==> config.mk <==
export PLATFORM = sky130hd
export DESIGN_NAME = configuration_register_bank
export DESIGN_NICKNAME = d
export VERILOG_FILES = /design/src/rtl/configuration_register_bank.sv
export SDC_FILE = /design/constraint.sdc
export NUM_CORES = 1
export LEC_CHECK = 0
export CAP_MARGIN = 10
export CORE_MARGIN = 5
export CORE_UTILIZATION = 50
export CTS_CLUSTER_DIAMETER = 50
export DETAILED_ROUTE_END_ITERATION = 6
export PLACE_DENSITY = 0.66
export REMOVE_ABC_BUFFERS = 1
export SLEW_MARGIN = 10
export SYNTH_ARGS = -nofsm -noshare
export SYNTH_HDL_FRONTEND = slang
export SYNTH_SLANG_ARGS = --single-unit
==> constraint.sdc <==
create_clock -name clock_i -period 4.3 [get_ports clock_i]
set_clock_uncertainty 0.2 [all_clocks]
set_input_delay 0.86 -clock clock_i [delete_from_list [all_inputs] [get_ports clock_i]]
set_output_delay 0.86 -clock clock_i [all_outputs]
set_load 0.01 [all_outputs]
==> src/rtl/configuration_register_bank.sv <==
// Configuration register bank: masked read-modify-write, two registered read ports, a lockable
// low address region, change notification and a sequential clear engine for default values.
module configuration_register_bank #(
    parameter int unsigned           DATA_WIDTH      = 12,
    parameter int unsigned           ADDR_WIDTH      = 6,
    parameter logic [DATA_WIDTH-1:0] RESET_VALUE     = '0,
    parameter int unsigned           PROTECTED_DEPTH = 8
) (
    input  logic                  clock_i,
    input  logic                  reset_i,
    input  logic                  clear_i,
    output logic                  busy_o,
    input  logic                  lock_i,
    input  logic                  write_enable_i,
    input  logic [ADDR_WIDTH-1:0] write_address_i,
    input  logic [DATA_WIDTH-1:0] write_mask_i,
    input  logic [DATA_WIDTH-1:0] data_input_i,
    output logic                  write_error_o,
    output logic                  change_o,
    output logic [ADDR_WIDTH-1:0] change_address_o,
    input  logic                  read_enable_a_i,
    input  logic [ADDR_WIDTH-1:0] read_address_a_i,
    output logic [DATA_WIDTH-1:0] data_output_a_o,
    output logic                  valid_a_o,
    input  logic                  read_enable_b_i,
    input  logic [ADDR_WIDTH-1:0] read_address_b_i,
    output logic [DATA_WIDTH-1:0] data_output_b_o,
    output logic                  valid_b_o
);

    localparam int unsigned            DEPTH      = 2 ** ADDR_WIDTH;
    localparam logic [ADDR_WIDTH:0]    PROT_LIMIT = (ADDR_WIDTH + 1)'(PROTECTED_DEPTH);
    localparam logic [ADDR_WIDTH-1:0]  LAST_ADDR  = ADDR_WIDTH'(DEPTH - 1);

    typedef enum logic [0:0] {
        StClear = 1'b0,
        StIdle  = 1'b1
    } state_e;

    state_e                r_state;
    state_e                w_state_next;
    logic [ADDR_WIDTH-1:0] r_count;
    logic [ADDR_WIDTH-1:0] w_count_next;

    // Storage has no reset; the clear engine provides the default contents.
    logic [DATA_WIDTH-1:0] r_mem [DEPTH];

    logic                  r_write_error;
    logic                  r_change;
    logic [ADDR_WIDTH-1:0] r_change_address;
    logic                  r_valid_a;
    logic                  r_valid_b;
    logic [DATA_WIDTH-1:0] r_data_a;
    logic [DATA_WIDTH-1:0] r_data_b;

    logic                  w_busy;
    logic                  w_protected;
    logic                  w_accept;
    logic                  w_drop;
    logic                  w_changed;
    logic [DATA_WIDTH-1:0] w_old;
    logic [DATA_WIDTH-1:0] w_merged;
    logic [DATA_WIDTH-1:0] w_read_a;
    logic [DATA_WIDTH-1:0] w_read_b;

    always_ff @(posedge clock_i or posedge reset_i) begin
        if (reset_i) begin
            r_state <= StClear;
            r_count <= '0;
        end else begin
            r_state <= w_state_next;
            r_count <= w_count_next;
        end
    end

    // The exit on the last address wins over the natural counter wrap.
    always_comb begin
        w_state_next = r_state;
        w_count_next = r_count;
        case (r_state)
            StClear: begin
                w_count_next = r_count + 1'b1;
                if (r_count == LAST_ADDR) begin
                    w_state_next = StIdle;
                end
            end
            StIdle: begin
                if (clear_i) begin
                    w_state_next = StClear;
                    w_count_next = '0;
                end
            end
            default: begin
                w_state_next = StClear;
                w_count_next = '0;
            end
        endcase
    end

    assign w_busy      = (r_state == StClear);
    assign w_protected = lock_i && ({1'b0, write_address_i} < PROT_LIMIT);
    assign w_accept    = write_enable_i && !w_busy && !clear_i && !w_protected;
    assign w_drop      = write_enable_i && !w_accept;
    assign w_old       = r_mem[write_address_i];
    assign w_merged    = (w_old & ~write_mask_i) | (data_input_i & write_mask_i);
    assign w_changed   = w_accept && (w_merged != w_old);

    always_ff @(posedge clock_i) begin
        if (w_busy) begin
            r_mem[r_count] <= RESET_VALUE;
        end else if (w_accept) begin
            r_mem[write_address_i] <= w_merged;
        end
    end

    // While clearing, every read reports the default value whatever the sweep position.
    always_comb begin
        w_read_a = r_mem[read_address_a_i];
        w_read_b = r_mem[read_address_b_i];
        if (w_busy) begin
            w_read_a = RESET_VALUE;
            w_read_b = RESET_VALUE;
        end else begin
            if (w_accept && (read_address_a_i == write_address_i)) begin
                w_read_a = w_merged;
            end
            if (w_accept && (read_address_b_i == write_address_i)) begin
                w_read_b = w_merged;
            end
        end
    end

    always_ff @(posedge clock_i or posedge reset_i) begin
        if (reset_i) begin
            r_write_error    <= 1'b0;
            r_change         <= 1'b0;
            r_change_address <= '0;
            r_valid_a        <= 1'b0;
            r_valid_b        <= 1'b0;
            r_data_a         <= '0;
            r_data_b         <= '0;
        end else begin
            r_write_error <= w_drop;
            r_change      <= w_changed;
            if (w_changed) begin
                r_change_address <= write_address_i;
            end
            r_valid_a <= read_enable_a_i;
            r_valid_b <= read_enable_b_i;
            if (read_enable_a_i) begin
                r_data_a <= w_read_a;
            end
            if (read_enable_b_i) begin
                r_data_b <= w_read_b;
            end
        end
    end

    assign busy_o           = w_busy;
    assign write_error_o    = r_write_error;
    assign change_o         = r_change;
    assign change_address_o = r_change_address;
    assign valid_a_o        = r_valid_a;
    assign valid_b_o        = r_valid_b;
    assign data_output_a_o  = r_data_a;
    assign data_output_b_o  = r_data_b;

endmodule

==> summary.md <==
| Metric | Value |
|---|---|
| Reg power frac | 42.8% |
| Avg Inst Size Synth | around 19 µm² |
| Worst EP required | 4650 ps |
| Flops & latches, synth | just over 800 |
| Hold_buf cts | 0 |
| Resized cells post-CTS | 0 |
| CP startpoint kind | primary input |
| CTS H-tree lvls | 3 |
| Hold endpoint | data_output_b_o[2]$_DFFE_PP0P_ |
| Power share of the clock group | between 30% and 40% |
| Pwr Density | 414 mW/mm² |
| Clock Path Buffers | 3 |
| Most frequent cells in the layout | edfxtp_1 (768), mux4_2 (668), buf_4 (221), mux2i_1 (103), clkbuf_16 (102) |
| Unique masters post-synth | 68 |
| Period utilization | between 90% and 100% |
| Post-Route WL | 155 mm |
| P_sw | 6000 µW |
| Die Area | 0.0949 mm² |
| Slew margin rel. | 30.5% |
| Worst path slowest cell | a2111oi_0 |
| Drt first pass iters | 7 |
| Shortest period the worst path allows | 3960 ps |
| Max-Cap Viols | 0 |
| Register-to-register setup slack | 530 ps |
| Synth Instances | 2347 |
| Root Driver | clkbuf_16 |
| Fillers | 6242 |
| Fin nets | 2692 |
| Chip Width | 308 µm |
| Unrepaired setup endpoints after global routing | false |
| Max-slew violations | 0 |
| Leak | about 0.018 µW |
| # setup viols final | 0 |
| Post-Syn Area | 0.0444 mm² |
| Stages on worst setup path | 13 |
| Reg2Reg Depth | 7 |
| Crit-path max FO | 9 |
| CP max stage delay | just under 600 ps |
| Vias | a little under 30000 |
| WP buf/inv | 4 |
| Worst Hold Launch | data_output_b_o[2]$_DFFE_PP0P_ |
| Post-synth top flop | edfxtp_1 |
| Leading cell type in the layout, fill and taps excluded | edfxtp_1 |
| WHS Path Cells | 2 |
| Most frequent CP cell | buf_4 |
| Post-synth EDFFs | between 700 and 800 |
| Worst flop-to-flop path endpoint | data_output_a_o[8]$_DFFE_PP0P_ |
| Post-CTS setup buffers | 0 |
| Status | complete, no violations |
| Routability cong. | 0.958 |
| Share of layout cells above drive strength 1 | between 40% and 50% |
| First-pass GRT wire length | around 220 mm |
| Peak Freq | roughly 250 MHz |
| Post-synthesis sequential area ratio | 54.2% |
| Tot GR Track Use | 32.7% |
| Synth warn | 0 |
| Sw Share | between 20 and 30% |
| Sum Neg Setup Slack | 0 ps |
| Core Rows | 109 |
| Synth async-reset ratio | under 10% |
| Initial DRC count | 4761 |
| Clock Latency Late Sink | 680 ps |
| Worst Tran Pin Value | about 1000 ps |
| HP Class | flip-flop to flip-flop |
| Clk sinks | 809 |
| Initial antenna violation count | 5 |
| Routed WL per cell | roughly 40 µm |
| Final ANT Viol Nets | 0 |
| Core Util, Final | between 50% and 60% |
| CP cell instances | buf_2 -> nor2_1 -> buf_4 -> nand2_1 -> buf_4 -> o22ai_1 -> a2111oi_0 -> buf_4 -> a2bb2oi_2 -> mux2i_1 -> a2111o_1 -> or3_1 -> o21a_1 |
| Worst-path clk slew | 60 ps |
| DRC Markers | 0 |
| CTS buffer count | 101 |
| Layout overhead on the synthesized area | 19.0% |
| Vias per cell | 7.42 |
| Top-Level Pins | 84 |
| Pre-CTS setup slack | -299 ps |
| Crit path DAT | 4310 ps |
| Critical path type | primary input to flip-flop |
| Crit path max-delay family | compound AO/OA/AOI/OAI gates |
| Total core area | 0.0882 mm² |
| DP Wirelength | about 110 mm |
| Hold Vio Cnt, Final | 0 |
| Final worst-path setup slack | between 300 and 400 ps |
| Die Ht | 308 µm |
| Worst r2r src | r_state$_DFF_PP0_ |
| Maximum vdd drop | 0.000389 V |
| Placed cells | 3703 |
| Number of port buffers | 83 |
| Overflow after GRT | 0 |
| Final cell count without fillers | 3890 |
| Largest net degree at the start of global routing | 65 |
| Starting Density | approximately half |
| CTS tree | done |
| P_int | 15900 µW |
| Comb pwr share | between 10% and 20% |
| Vias in the first global route | about 29000 |
| Worst Setup End Kind | flip-flop |
==> area by class of cell <==
cell class	instances	area (µm²)	area share (%)
clock buffer	119	2640	4.98
clock inverter	66	741	1.40
tap	1165	1460	2.76
sequential	809	24100	45.5
antenna	1	2.50	0.00473
inverter	35	131	0.248
multi-input combinational	1295	19300	36.6
timing repair buffer	400	4490	8.48
==> state kept, by name, summed over array words and instances (netlist names) <==
register and flops:
r_mem 768, r_state 1, data_output_b_o 12, change_address_o 6, data_output_a_o 12, r_count 6
change_o 1, valid_a_o 1, valid_b_o 1, write_error_o 1
==> Yosys cell counts (all sizes together) (4+ instances only) <==
cell | count | area, µm²
a2111oi | 4 | 35.0
a211oi | 9 | 67.6
a21oi | 20 | 100
a221oi | 9 | 78.8
a22o | 6 | 52.6
a22oi | 25 | 193
a31oi | 8 | 50.1
and2 | 16 | 100
and3 | 5 | 31.3
buf | 99 | 587
clkbuf | 109 | 409
dfrtp | 41 | 1030
edfxtp | 768 | 23100
inv | 35 | 131
mux2 | 17 | 191
mux2i | 103 | 1030
mux4 | 668 | 15000
nand2 | 74 | 278
nand2b | 10 | 62.6
nand3 | 20 | 100
nand3b | 6 | 45.0
nand4 | 7 | 43.8
nor2 | 106 | 398
nor2b | 14 | 87.6
nor3 | 5 | 25.0
o211ai | 10 | 105
o21a | 6 | 45.0
o21ai | 33 | 165
o221ai | 11 | 96.3
o22ai | 35 | 219
o31ai | 10 | 75.1
xnor2 | 8 | 70.1
xor2 | 12 | 105
==> per-layer routing <==
metal  vias up  global-route usage (%)  wire length [µm]
met4         2                    12.3              7280
met5         -                       0                 7
met2      2421                    49.1             70500
met1     15100                    45.3             55700
li1      10900                       -                 -
met3       397                    10.6             21900
==> how the worst max path moves through the flow <==
stage	startpoint	endpoint	slack, ps
after global placement	write_address_i[0]	r_mem[60][11]$_DFFE_PP_	-190
after floorplan	write_address_i[0]	r_mem[0][3]$_DFFE_PP_	40
after global routing	write_address_i[0]	change_o$_DFF_PP0_	250
after CTS	write_address_i[0]	r_mem[62][11]$_DFFE_PP_	400
final	write_address_i[4]	change_o$_DFF_PP0_	340
after detailed placement	write_address_i[0]	r_mem[57][11]$_DFFE_PP_	-300
==> stage by stage <==
step	power (µW)	instance area [µm²]	hold slack, ps
floorplan	11200	43400	294
global placement	13300	49500	319
detailed placement	13400	49500	323
CTS	21900	52900	336
global route	22500	52900	356
finish	21900	52900	332
==> worst register-to-register path, stage by stage (launching register included) <==
cell	delay, ps
dfrtp_1	730
inv_1	350
nor2_1	270
and3_1	670
nand4_1	630
buf_4	380
mux2i_1	250
o22ai_1	120
==> cells by family after synthesis <==
group,synth area share (%)
multiplexers,36.6
adder cells (fa/ha/maj),0.0281
flip-flops,54.2
XOR/XNOR,0.394
AND/OR/NAND/NOR,2.92
AO/OA/AOI/OAI,3.32
buffers and inverters,2.54
==> power by group through the flow <==
stage                     Clock (µW)  Combinational [µW]  Sequential (µW)
after CTS                       8640                3900             9340
final                           8550                3970             9360
after detailed placement           0                3890             9500
after floorplan                    0                1820             9400
after global routing            9000                4080             9390
after global placement             0                3860             9460
Power figures use the tool's default switching activity.
